[config.mk]
export PLATFORM = sky130hd
export DESIGN_NAME = demux1x2_reg
export DESIGN_NICKNAME = d
export VERILOG_FILES = /design/src/rtl/demux1x2_reg.sv
export SDC_FILE = /design/constraint.sdc
export NUM_CORES = 1
export LEC_CHECK = 0
export CORE_UTILIZATION = 24
export DETAILED_ROUTE_END_ITERATION = 12
export GPL_TIMING_DRIVEN = 0
export HOLD_SLACK_MARGIN = 0.05
export PLACE_DENSITY = 0.5
export SYNTH_ARGS = -nofsm -noshare
export SYNTH_HDL_FRONTEND = slang
export SYNTH_SLANG_ARGS = --single-unit
[constraint.sdc]
create_clock -name clk -period 1.95 [get_ports clk]
set_clock_uncertainty 0.05 [all_clocks]
set_input_delay 0.2925 -clock clk [delete_from_list [all_inputs] [get_ports clk]]
set_output_delay 0.2925 -clock clk [all_outputs]
set_load 0.02 [all_outputs]
[src/rtl/demux1x2_reg.sv]
// Registered 1-to-2 demultiplexer with valid/ready on every channel and a one-entry hold per output.
// Optional per-output delivery counters are enabled with DEMUX1X2_STATS_EN.
module demux1x2_reg #(
   parameter int unsigned width = 16
) (
   input  logic             clk,
   input  logic             rst,
   input  logic             in_valid,
   output logic             in_ready,
   input  logic [width-1:0] in_data,
   input  logic             in_sel,
   input  logic             in_bcast,
   output logic             out1_valid,
   input  logic             out1_ready,
   output logic [width-1:0] out1_data,
   output logic             out2_valid,
   input  logic             out2_ready,
`ifdef DEMUX1X2_STATS_EN
   output logic [width-1:0] out2_data,
   output logic [15:0]      stat_cnt1,
   output logic [15:0]      stat_cnt2
`else
   output logic [width-1:0] out2_data
`endif
);

   logic             v1_q, v1_d;
   logic             v2_q, v2_d;
   logic [width-1:0] d1_q, d1_d;
   logic [width-1:0] d2_q, d2_d;

   logic free1, free2;
   logic hs1, hs2;
   logic accept;
   logic load1, load2;

   always_comb begin
      hs1   = v1_q && out1_ready;
      hs2   = v2_q && out2_ready;
      free1 = !v1_q || out1_ready;
      free2 = !v2_q || out2_ready;

      // Broadcast needs both slots at once so a word is never half-written.
      if (in_bcast) begin
         in_ready = free1 && free2;
      end else if (in_sel) begin
         in_ready = free2;
      end else begin
         in_ready = free1;
      end

      accept = in_valid && in_ready;
      load1  = accept && (in_bcast || !in_sel);
      load2  = accept && (in_bcast || in_sel);
   end

   always_comb begin
      v1_d = v1_q;
      d1_d = d1_q;
      v2_d = v2_q;
      d2_d = d2_q;

      // A load wins over a drain in the same cycle; data is left alone on a plain drain.
      if (load1) begin
         v1_d = 1'b1;
         d1_d = in_data;
      end else if (hs1) begin
         v1_d = 1'b0;
      end

      if (load2) begin
         v2_d = 1'b1;
         d2_d = in_data;
      end else if (hs2) begin
         v2_d = 1'b0;
      end
   end

   always_ff @(posedge clk or posedge rst) begin
      if (rst) begin
         v1_q <= 1'b0;
         v2_q <= 1'b0;
         d1_q <= '0;
         d2_q <= '0;
      end else begin
         v1_q <= v1_d;
         v2_q <= v2_d;
         d1_q <= d1_d;
         d2_q <= d2_d;
      end
   end

   assign out1_valid = v1_q;
   assign out1_data  = d1_q;
   assign out2_valid = v2_q;
   assign out2_data  = d2_q;

`ifdef DEMUX1X2_STATS_EN
   logic [15:0] cnt1_q, cnt1_d;
   logic [15:0] cnt2_q, cnt2_d;

   // Counters saturate rather than wrap.
   always_comb begin
      cnt1_d = cnt1_q;
      cnt2_d = cnt2_q;
      if (hs1 && (cnt1_q != 16'hFFFF)) begin
         cnt1_d = cnt1_q + 16'd1;
      end
      if (hs2 && (cnt2_q != 16'hFFFF)) begin
         cnt2_d = cnt2_q + 16'd1;
      end
   end

   always_ff @(posedge clk or posedge rst) begin
      if (rst) begin
         cnt1_q <= '0;
         cnt2_q <= '0;
      end else begin
         cnt1_q <= cnt1_d;
         cnt2_q <= cnt2_d;
      end
   end

   assign stat_cnt1 = cnt1_q;
   assign stat_cnt2 = cnt2_q;
`endif

endmodule

Word-level counts from Yosys, hierarchy flattened
Cells that the tools add are included.

storage, ports and cells
  register bits after elaboration = 34
  output and inout bits = 35
  ROM bits = 0
  latch bits = 0
  memory bits (writable) = 0
  word-level logic and storage cells = 25
  memories kept = 0

operators by class
  shifts and indexed selects = 0
  equality and inequality tests = 0
  bitwise operators = 0
  order comparisons = 0
  reductions and logical operators = 15
  add/subtract/negate cells = 0
  divide/modulo/power cells = 0
  multiplexer cells = 6
  $mul = 0

operator list
  operator             number
  $logic_and A1 B1 Y1  6
  $mux W1              6
  $logic_or A1 B1 Y1   4
  $reduce_bool A2 Y1   2
  $logic_not A1 Y1     3

Depth between registers and ports, before layout
Gate-level depths: netlist of run 1.

  word-level depth = 7
  gate-level depth with buffers = 4
  mapped depth without buffers = 3

Worst setup path after synthesis of run 1
No wires, ideal clock.

  path type = register to register
  from = register v2_q, in the netlist out2_valid
  to = register d1_q[0], in the netlist out1_data[0]
  required time = 1,775 ps
  setup slack = 400 ps
  clock period less this slack = 1,550 ps
  stages on the path, launching flop included = 5
  setup time = 125 ps
  arrival = 1,375 ps
  path buffers = 1
  cell sequence = dfrtp_1 > nand2b_4 > o2111ai_4 > buf_8 > mux2_4

on the way
  longest elaborated chain between the ends = 6
  elaborated cells between the ends (all ways) = 7

RTL lines
  element                                                line    text
  start: declaration                                     28      logic v2_q, v2_d;
  start signal: assignment                               87      v2_q <= v2_d;
  $logic_not A1 Y1 *                                     41      free2 = !v2_q || out2_ready;
  $logic_or A1 B1 Y1 *                                   41
  $mux W1 / $logic_and A1 B1 Y1 (equally long branches)  46, 45
  $mux W1 *                                              44      if (in_bcast) begin
  $logic_and A1 B1 Y1 *                                  52      accept = in_valid && in_ready;
  $logic_and A1 B1 Y1 *                                  53      load1 = accept && (in_bcast || !in_sel);
  end signal: assignment                                 83      d1_q <= '0;
  end signal: assignment                                 88      d1_q <= d1_d;
  end: declaration                                       29      logic [width-1:0] d1_q, d1_d;

Mark *: on every way between the ends. The rest lies on a longest branch, timed or not.
A chain may end at the register's enable or synchronous reset.

Worst setup path after layout of run 1
  from = input in_sel
  to = output in_ready

on the way
  longest elaborated chain between the ends = 2

RTL lines
  element             line  text
  start: declaration  11    input logic in_sel,
  $mux W1             46    end else if (in_sel) begin
  $mux W1             44
  end: declaration    9     output logic in_ready,

Every way passes these cells.

==> results of run 1 <==
-- metal layers --
metal / track usage / wire, um
met5: 0 / 0
met1: 0.132 / 1340
met2: 0.175 / 1330
met3: 0.0640 / 359
met4: 0.0389 / 42
-- cell usage after synthesis --
| cell type | number |
|---|---|
| mux2_1 | 9 |
| nor2_2 | 1 |
| nand4b_4 | 1 |
| buf_8 | 1 |
| inv_1 | 1 |
| nand2_1 | 3 |
| nand3b_1 | 1 |
| o21ai_0 | 1 |
| mux2_2 | 14 |
| nand2b_1 | 2 |
| or2b_4 | 1 |
| o2111ai_4 | 1 |
| buf_6 | 1 |
| dfrtp_1 | 34 |
| nand2b_4 | 1 |
| mux2_4 | 9 |
-- layout by cell type (no fill, tap or decap) --
| master | n |
|---|---|
| buf_6 | 1 |
| buf_8 | 1 |
| clkbuf_8 | 8 |
| clkdlybuf4s15_2 | 1 |
| clkdlybuf4s50_1 | 56 |
| dfrtp_1 | 34 |
| inv_2 | 1 |
| mux2_1 | 9 |
| mux2_2 | 14 |
| mux2_4 | 9 |
| nand2_1 | 3 |
| nand2b_1 | 2 |
| nand2b_4 | 1 |
| nand3b_1 | 1 |
| nand4b_4 | 1 |
| nor2_2 | 1 |
| o2111ai_4 | 1 |
| o21ai_0 | 1 |
| or2b_4 | 1 |
-- worst paths after layout --
kind / endpoint / slack, ns / startpoint / cells past startpoint
hold reg to reg: out2_data[6]$_DFFE_PP0P_ / 0.44 / out2_data[6]$_DFFE_PP0P_ / 1
min in group clk: out2_data[6]$_DFFE_PP0P_ / 0.44 / out2_data[6]$_DFFE_PP0P_ / 1
max in group asynchronous: out2_data[13]$_DFFE_PP0P_ / 0.99 / rst / 2
hold / removal: out2_data[9]$_DFFE_PP0P_ / 0.40 / rst / 2
setup / recovery: in_ready / 0.06 / in_sel / 5
setup reg to reg: out1_data[14]$_DFFE_PP0P_ / 0.36 / out2_valid$_DFFE_PP0P_ / 4
-- sequential cells by signal (all words and copies together), names as in the netlist --
register    count
out1_valid      1
out2_data      16
out1_data      16
out2_valid      1
-- timing repair --
action                                  4_1_cts  5_1_grt
setup buffers                                 0        0
endpoints found under the setup margin        1        0
gates resized for setup                       3        0
-- where the power goes --
group	internal (mW)	switching, mW	leakage [nW]
sequential	0.860	0.0836	0.399
clock	0.357	0.250	0.0575
combinational	0.462	0.375	0.462
total	1.68	0.709	0.919
-- worst register-to-register path: cells and delay by family, from the launching register on --
kind                   cells  cell delay (ns)
AOI/OAI and AO/OA          1             0.39
buffers and inverters      1             0.23
DFF                        1             0.39
muxes                      1             0.32
and+or+nand+nor            1             0.10
-- stage by stage --
stage / util / hold slack, ns / TNS [ns]
6_report: 0.391 / 0.400 / 0
5_1_grt: 0.391 / 0.462 / 0
4_1_cts: 0.391 / 0.447 / 0
3_5_place_dp: 0.371 / 0.431 / -0.946
3_3_place_gp: 0.371 / 0.427 / -0.604
2_1_floorplan: - / 0.374 / 0
-- area by class of cell --
class / instances / area, um^2 / area share
Inverter: 1 / 3.75 / 0.00173
Tap cell: 72 / 90.1 / 0.0416
Multi-Input combinational cell: 44 / 512 / 0.236
Buffer: 2 / 26.3 / 0.0121
Timing Repair Buffer: 57 / 572 / 0.264
Sequential cell: 34 / 851 / 0.393
Clock buffer: 8 / 110 / 0.0509
-- logic make-up (layout without fill, tap and decap cells) --
| family | Yosys count | count (layout) |
|---|---|---|
| flip-flops | 34 | 34 |
| multiplexers | 32 | 32 |
| AND/OR/NAND/NOR | 10 | 10 |
| buffers and inverters | 3 | 68 |
| AO/OA/AOI/OAI | 2 | 2 |
==> flow_summary_export.csv, run 1 <==
group,metric,value,unit
run_status,status,"complete, no violations",
clock_network,clockRootBuffer,"clkbuf_8",
floorplan,pin_count,58,
setup_path,cp_max_fo,2,
clock_network,numCtsBuffers,5,
clock_network,clk-insertion-delay-late,0.28,ns
logic_synthesis,syn_nets,104,
logic_synthesis,ys_seq_area_frac,0.611,
logic_synthesis,yosysTopAreaCellShare,0.611,
logic_synthesis,yosys_warnings,0,
setup_path,critPathSlowestCell,"clkdlybuf4s50_1",
routing,wire_per_inst,14.1,um
place,place_area,2050,um^2
final_layout,nets,168,
hold_path,hold_class,"in2async",
routing,wirelength,3.08,mm
sta,finalHoldViolCount,0,
floorplan,core,5540,um^2
final_layout,fin_cells,218,
final_layout,diodes,0,
setup_path,crit_chain,"clkdlybuf4s50_1 > or2b_4 > nand2b_1 > nand2_1 > clkdlybuf4s15_2",
logic_synthesis,synth_top_area_cell,"dfrtp_1",
place,gp_congestion,0.705,
floorplan,die_area,6110,um^2
place,numPortBuffers,57,
setup_path,worstSetupPathType,"in2out",
floorplan,die_y,78.2,um
clock_network,ctsHoldBuffers,0,
place,hpwl,2.13,mm
place,dpl.cell_count,210,
setup_path,end_kind,"output pin",
clock_network,cts_num_sinks,34,
global_route,grt_first_pass_wirelength,5.15,mm
logic_synthesis,synth_compound_area_frac,0.0225,
global_route,grt_overflow,0,
logic_synthesis,synthCells,81,
global_route,antenna_found_initial,0,
run,cap_violations,0,
routing,vias_per_cell,4.05,
setup_path,max_stage_delay,0.50,ns
floorplan,initial_core_util,0.251,
logic_synthesis,yosys.area_share.adder,0,
sta,min_period_over_period,0.968,
routing,route.detailed.drc,0,
setup_path,cp_top_family,"buffers and inverters",
routing,final_antenna_net_count,0,
floorplan,num_rows,27,
logic_synthesis,syn_area,1390,um^2
place,place_ws,-0.295,ns
logic_synthesis,synth_top_family_by_area,"multiplexers",
clock_network,clkTransAtPathRegs,0.07,ns
power_and_ir_drop,cellPowerDensity,1100,nW/um^2
floorplan,die_w,78.2,um
routing,first_iter_violations,16,
routing,dr.pass1.iters,4,
final_layout,final_layout_size_suffix_gt1_frac,0.274,
sta,finalCriticalPeriod,1.89,ns
sta,maxSlewViolCount,0,
logic_synthesis,synthSimpleGateAreaFrac,0.0620,
final_layout,design_area,2160,um^2
logic_synthesis,synth-seq-cells,34,
logic_synthesis,avgSynthCellArea,17.2,um^2
sta,setup_viol_count_final,0,
sta,max-slew-margin-rel,0.527,
setup_path,worst-path-buf-inv,2,
sta,rsz0062_at_grt,"no",
global_route,gr-usage-all-layers,0.113,
power_and_ir_drop,total_power,2.39,mW
sta,max_freq,530,MHz
final_layout,num-fill-cells,550,
logic_synthesis,synthXorXnorAreaFrac,0,
global_route,grt_max_degree,35,
setup_path,cp-start-kind,"input port",
setup_path,cp.required,1.61,ns
setup_path,arrival,1.54,ns
sta,setup_slack,0.0630,ns
logic_synthesis,synth_area_leaders,"dfrtp_1 (61%), mux2_2 (11%), mux2_4 (9.7%)",
sta,worst_slew_pin_slew,0.709,ns
clock_network,htree_levels,2,
power_and_ir_drop,ir_worst_vdd,0.000552,V
power_and_ir_drop,leakage,0.919,nW
routing,vias,882,
logic_synthesis,synthMuxAreaShare,0.283,
final_layout,synthToLayoutAreaGrowth,55.4,%
logic_synthesis,yosysUniqueCellTypes,16,
clock_network,tritoncts,"built",
global_route,grt_pass1_vias,1048,
clock_network,clockBufferDepth,2,
No activity file was read; power rests on OpenSTA's default activity.
==> inputs of run 2 (changes only) <==
--- a/config.mk
+++ b/config.mk
@@ -5,11 +5,13 @@
 export SDC_FILE = /design/constraint.sdc
 export NUM_CORES = 1
 export LEC_CHECK = 0
+export CORE_MARGIN = 5
 export CORE_UTILIZATION = 24
 export DETAILED_ROUTE_END_ITERATION = 12
+export DONT_BUFFER_PORTS = 1
 export GPL_TIMING_DRIVEN = 0
 export HOLD_SLACK_MARGIN = 0.05
-export PLACE_DENSITY = 0.5
+export PLACE_DENSITY = 0.37
 export SYNTH_ARGS = -nofsm -noshare
 export SYNTH_HDL_FRONTEND = slang
 export SYNTH_SLANG_ARGS = --single-unit
==> run 2 against run 1 <==
Die area grew 22%. Cell area shrank 27%. Via count shrank 22%. Combinational power shrank 69%. Global-route usage shrank 3.0 points. Sequential share of layout area grew 14 points. Utilization shrank 11 points. First-iteration DRC count shrank 50%. Sequential cell count is the same. Worst setup slack gained 0.15 ns. Non-clock buffer count shrank 56. Critical endpoint is now out1_data[13]$_DFFE_PP0P_.
==> flow_summary_export.csv, run 2 (synthesis gave the netlist of run 1 again) <==
group,metric,value,unit
run_status,status,"complete, no violations",
power_and_ir_drop,clock_power_share,0.267,
sta,maxSlewViolCount,0,
global_route,grt_first_pass_wirelength,4.62,mm
setup_path,reg2reg_to,"out1_data[13]$_DFFE_PP0P_",
power_and_ir_drop,combPwrFrac,0.134,
final_layout,final_layout_size_suffix_gt1_frac,0.422,
final_layout,final_common_cell,"dfrtp_1",
routing,vias,692,
global_route,grt_overflow,0,
clock_network,htree_levels,2,
clock_network,clkTransAtPathRegs,0.07,ns
floorplan,die_area,7430,um^2
routing,wirelength,2.93,mm
floorplan,die_w,86.2,um
global_route,antenna_found_initial,0,
hold_path,hold_class,"in2reg",
sta,worst_slew_pin_slew,0.722,ns
setup_path,critPathSlowestCell,"dfrtp_1",
clock_network,clk-insertion-delay-late,0.28,ns
place,place_area,1480,um^2
power_and_ir_drop,p_int,1.31,mW
power_and_ir_drop,leakage,0.690,nW
power_and_ir_drop,p_switching,0.648,mW
routing,first_iter_violations,8,
sta,finalCriticalPeriod,1.74,ns
floorplan,initial_core_util,0.250,
run,cap_violations,0,
setup_path,rr_startpoint,"out2_valid$_DFFE_PP0P_",
floorplan,num_rows,27,
power_and_ir_drop,cellPowerDensity,1240,nW/um^2
hold_path,hold_path_depth,1,
global_route,grt_max_degree,35,
sta,min_period_over_period,0.892,
place,hpwl,2.14,mm
sta,max-slew-margin-rel,0.518,
clock_network,numCtsBuffers,5,
clock_network,clockBufferDepth,2,
routing,route.detailed.drc,0,
routing,wire_per_inst,18.1,um
floorplan,die_y,86.2,um
place,numPortBuffers,0,
clock_network,cts_resized,0,
sta,max_freq,575,MHz
setup_path,ff2ff_setup_slack,0.21,ns
clock_network,cts_setup_buffers,0,
floorplan,core,5570,um^2
routing,final_antenna_net_count,0,
sta,setup_viol_count_final,0,
setup_path,cp_max_fo,10,
floorplan,pin_count,58,
global_route,grt_pass1_vias,848,
power_and_ir_drop,seqPwrFrac,0.599,
setup_path,cp.required,2.06,ns
sta,rsz0062_at_grt,"no",
setup_path,reg2reg_depth,4,
sta,fin_tns_setup,0,ns
setup_path,cp-start-kind,"register",
clock_network,clockRootBuffer,"clkbuf_8",
clock_network,tritoncts,"built",
final_layout,diodes,0,
setup_path,crit_chain,"nand2b_4 > o2111ai_4 > buf_8 > mux2_4",
setup_path,worstSetupPathType,"reg2reg",
final_layout,synthToLayoutAreaGrowth,13.7,%
global_route,gr-usage-all-layers,0.0831,
setup_path,end_kind,"register",
power_and_ir_drop,ir_worst_vdd,0.000496,V
final_layout,design_area,1580,um^2
hold_path,hold_path_startpoint,"in_data[2]",
clock_network,cts_num_sinks,34,
power_and_ir_drop,sw_frac_of_total,0.331,
routing,dr.pass1.iters,4,
setup_path,arrival,1.85,ns
sta,finalHoldViolCount,0,
final_layout,final_cell_mix,"dfrtp_1 (34), mux2_2 (14), mux2_4 (9), mux2_1 (9), clkbuf_8 (6)",
place,gp_congestion,0.744,
routing,vias_per_cell,4.27,
setup_path,max_stage_delay,0.50,ns
hold_path,hold-path-endpoint,"out2_data[2]$_DFFE_PP0P_",
final_layout,nets,112,
final_layout,final_util,0.284,
-- run 2: cell types whose count changed in the layout (fill, tap and decap cells not counted) --
| cell | previous run | this run |
|---|---|---|
| clkdlybuf4s50_1 | 56 | 0 |
| clkbuf_8 | 8 | 6 |
| clkbuf_1 | 0 | 1 |
| clkdlybuf4s15_2 | 1 | 0 |
| clkinv_2 | 0 | 1 |
| dlygate4sd3_1 | 0 | 1 |
-- run 2: layout make-up --
type | count | area, um^2
Inverter | 1 | 3.75
Fill cell | 580 | 3990
Clock inverter | 1 | 5.00
Sequential cell | 34 | 851
Multi-Input combinational cell | 44 | 512
Clock buffer | 7 | 86.3
Timing Repair Buffer | 1 | 10.0
Tap cell | 72 | 90.1
Buffer | 2 | 26.3
-- run 2: routing by layer --
layer / up-vias / GRT usage / wire length, um
li1: 295 / - / -
met1: 354 / 0.0857 / 1060
met2: 38 / 0.128 / 1390
met3: 5 / 0.0618 / 429
met4: 0 / 0.0340 / 48
met5: - / 0 / 0
-- run 2: power by group through the flow --
stage	clock [mW]	combinational (mW)	sequential (mW)
floorplan	0	0.233	1.14
global placement	0	0.259	1.19
detailed placement	0	0.269	1.19
CTS	0.555	0.268	1.18
global route	0.581	0.288	1.19
finish	0.523	0.262	1.17
-- run 2: worst max-delay path: cells and delay by family (launching register included) --
| kind | cells | cell delay (ns) |
|---|---|---|
| mux | 1 | 0.31 |
| flops | 1 | 0.50 |
| compound gates | 1 | 0.39 |
| buf+inv | 1 | 0.23 |
| simple gates | 1 | 0.13 |
-- run 2: what timing repair did --
action	CTS	global route
endpoints found under the hold margin	0	34
hold buffers	0	1
setup endpoints to repair	0	0
-- run 2: worst max-delay path by stage --
stage | end | start | depth (start not counted)
5_1_grt | out1_data[10]$_DFFE_PP0P_ | out2_valid$_DFFE_PP0P_ | 4
3_3_place_gp | out1_data[1]$_DFFE_PP0P_ | out2_valid$_DFFE_PP0P_ | 4
2_1_floorplan | out1_data[0]$_DFFE_PP0P_ | out2_valid$_DFFE_PP0P_ | 4
6_report | out1_data[13]$_DFFE_PP0P_ | out2_valid$_DFFE_PP0P_ | 4
4_1_cts | out1_data[13]$_DFFE_PP0P_ | out2_valid$_DFFE_PP0P_ | 4
3_5_place_dp | out1_data[3]$_DFFE_PP0P_ | out2_valid$_DFFE_PP0P_ | 4
-- run 2: stage by stage --
step                      instances  hold slack [ns]  total power, mW  setup WS (ns)
after global routing            162           0.0737             2.06          0.143
after floorplan                  81            0.374             1.38          0.400
final                           162           0.0924             1.96          0.211
after detailed placement        153            0.380             1.46          0.198
after CTS                       161           0.0777             2.00          0.179
after global placement          153            0.375             1.45          0.223
==> inputs of run 3 (changes only) <==
--- a/config.mk
+++ b/config.mk
@@ -11,7 +11,7 @@
 export DONT_BUFFER_PORTS = 1
 export GPL_TIMING_DRIVEN = 0
 export HOLD_SLACK_MARGIN = 0.05
-export PLACE_DENSITY = 0.37
+export PLACE_DENSITY_LB_ADDON = 0.3
 export SYNTH_ARGS = -nofsm -noshare
 export SYNTH_HDL_FRONTEND = slang
 export SYNTH_SLANG_ARGS = --single-unit
==> run 3 against run 2 <==
Count of clock-buffer cells in the layout did not move. Critical endpoint is now out1_data[11]$_DFFE_PP0P_. Combinational power grew 2%. Via count is 2.3% higher. Largest power group unchanged. Global-route usage grew 0.10 points. Total power rose by 5.0%.
==> flow_summary_export.csv, run 3 (synthesis gave the netlist of run 1 again) <==
group,metric,value,unit
run_status,status,"complete, no violations",
floorplan,num_rows,27,
setup_path,worstSetupPathType,"reg2reg",
routing,dr.pass1.iters,2,
global_route,grt_pass1_vias,883,
floorplan,core,5570,um^2
power_and_ir_drop,ir_worst_vdd,0.000601,V
routing,wirelength,3.01,mm
clock_network,numCtsBuffers,5,
place,place_area,1480,um^2
hold_path,hold_class,"in2reg",
place,gp_congestion,0.677,
final_layout,final_cell_mix,"dfrtp_1 (34), mux2_2 (14), mux2_4 (9), mux2_1 (9), clkbuf_8 (5)",
power_and_ir_drop,total_power,2.05,mW
routing,vias,708,
sta,finalHoldViolCount,0,
final_layout,nets,112,
routing,first_iter_violations,12,
power_and_ir_drop,p_switching,0.648,mW
floorplan,pin_count,58,
power_and_ir_drop,combPwrFrac,0.129,
sta,rsz0062_at_grt,"no",
clock_network,tritoncts,"built",
routing,wire_per_inst,18.5,um
final_layout,final_util,0.287,
setup_path,cp_max_fo,10,
final_layout,diodes,0,
setup_path,cp.required,2.06,ns
global_route,grt_overflow,0,
power_and_ir_drop,sw_frac_of_total,0.316,
clock_network,cts_resized,0,
clock_network,clockRootBuffer,"clkbuf_8",
routing,vias_per_cell,4.37,
setup_path,cp_top_family,"flip-flops",
setup_path,end_kind,"register",
final_layout,design_area,1600,um^2
clock_network,htree_levels,2,
power_and_ir_drop,cellPowerDensity,1280,nW/um^2
sta,max-slew-margin-rel,0.531,
clock_network,clk-insertion-delay-late,0.27,ns
setup_path,worst-path-buf-inv,1,
sta,setup_viol_count_final,0,
setup_path,critPathSlowestCell,"dfrtp_1",
run,cap_violations,0,
sta,worst_slew_pin_slew,0.703,ns
floorplan,die_area,7430,um^2
final_layout,synthToLayoutAreaGrowth,14.8,%
clock_network,cts_num_sinks,34,
clock_network,clockBufferDepth,2,
setup_path,cp-start-kind,"register",
place,hpwl,2.30,mm
routing,route.detailed.drc,0,
power_and_ir_drop,seqPwrFrac,0.572,
setup_path,ff2ff_setup_slack,0.22,ns
sta,fin_tns_setup,0,ns
power_and_ir_drop,p_int,1.41,mW
place,numPortBuffers,0,
global_route,gr-usage-all-layers,0.0841,
power_and_ir_drop,leakage,0.694,nW
floorplan,initial_core_util,0.250,
final_layout,final_common_cell,"dfrtp_1",
global_route,antenna_found_initial,0,
global_route,grt_first_pass_wirelength,4.74,mm
power_and_ir_drop,clock_power_share,0.299,
routing,final_antenna_net_count,0,
sta,max_freq,579,MHz
setup_path,arrival,1.84,ns
floorplan,die_y,86.2,um
sta,min_period_over_period,0.886,
final_layout,final_layout_size_suffix_gt1_frac,0.411,
setup_path,crit_chain,"nand2b_4 > o2111ai_4 > buf_8 > mux2_4",
global_route,grt_max_degree,35,
sta,finalCriticalPeriod,1.73,ns
clock_network,clkTransAtPathRegs,0.07,ns
floorplan,die_w,86.2,um
setup_path,max_stage_delay,0.52,ns
sta,maxSlewViolCount,0,
sta,holdWs,0.0957,ns
==> run 3: power groups by stage <==
stage	Sequential (mW)	Clock [mW]	Combinational, mW
after CTS	1.18	0.645	0.273
after global placement	1.18	0	0.256
after detailed placement	1.19	0	0.273
final	1.17	0.615	0.266
after floorplan	1.14	0	0.233
after global routing	1.20	0.671	0.294
==> run 3: through the flow <==
stage	setup slack, ns	std cells
floorplan	0.400	81
global placement	0.223	153
detailed placement	0.194	153
CTS	0.188	161
global route	0.126	162
finish	0.222	162
==> run 3: layer usage <==
layer | part of all wire | GRT usage
met5 | 0 | 0
met4 | 0.0033 | 0.0255
met3 | 0.15 | 0.0589
met2 | 0.51 | 0.140
met1 | 0.33 | 0.0841
==> run 3: timing repair <==
item,4_1_cts,5_1_grt
buffers inserted,0,0
hold endpoints to repair,0,34
hold buffers,0,1
==> run 3: cell type report <==
cell class,instances,area [um^2]
Clock inverter,1,30.0
Inverter,1,3.75
Buffer,2,26.3
Fill cell,562,3980
Clock buffer,7,76.3
Timing Repair Buffer,1,10.0
Sequential cell,34,851
Tap cell,72,90.1
Multi-Input combinational cell,44,512
==> run 3: worst paths after layout <==
check / from / end / cells past startpoint
max reg2reg: out2_valid$_DFFE_PP0P_ / out1_data[11]$_DFFE_PP0P_ / 4
min: in_data[1] / out2_data[1]$_DFFE_PP0P_ / 1
min in group asynchronous: rst / out2_data[13]$_DFFE_PP0P_ / 2
max in group asynchronous: rst / out2_data[4]$_DFFE_PP0P_ / 2
min reg2reg: out2_data[1]$_DFFE_PP0P_ / out2_data[1]$_DFFE_PP0P_ / 1
max: out2_valid$_DFFE_PP0P_ / out1_data[11]$_DFFE_PP0P_ / 4
==> run 3: worst register-to-register path: stages (launching register included) <==
cell	delay (ns)
dfrtp_1	0.52
nand2b_4	0.13
o2111ai_4	0.38
buf_8	0.23
mux2_4	0.31
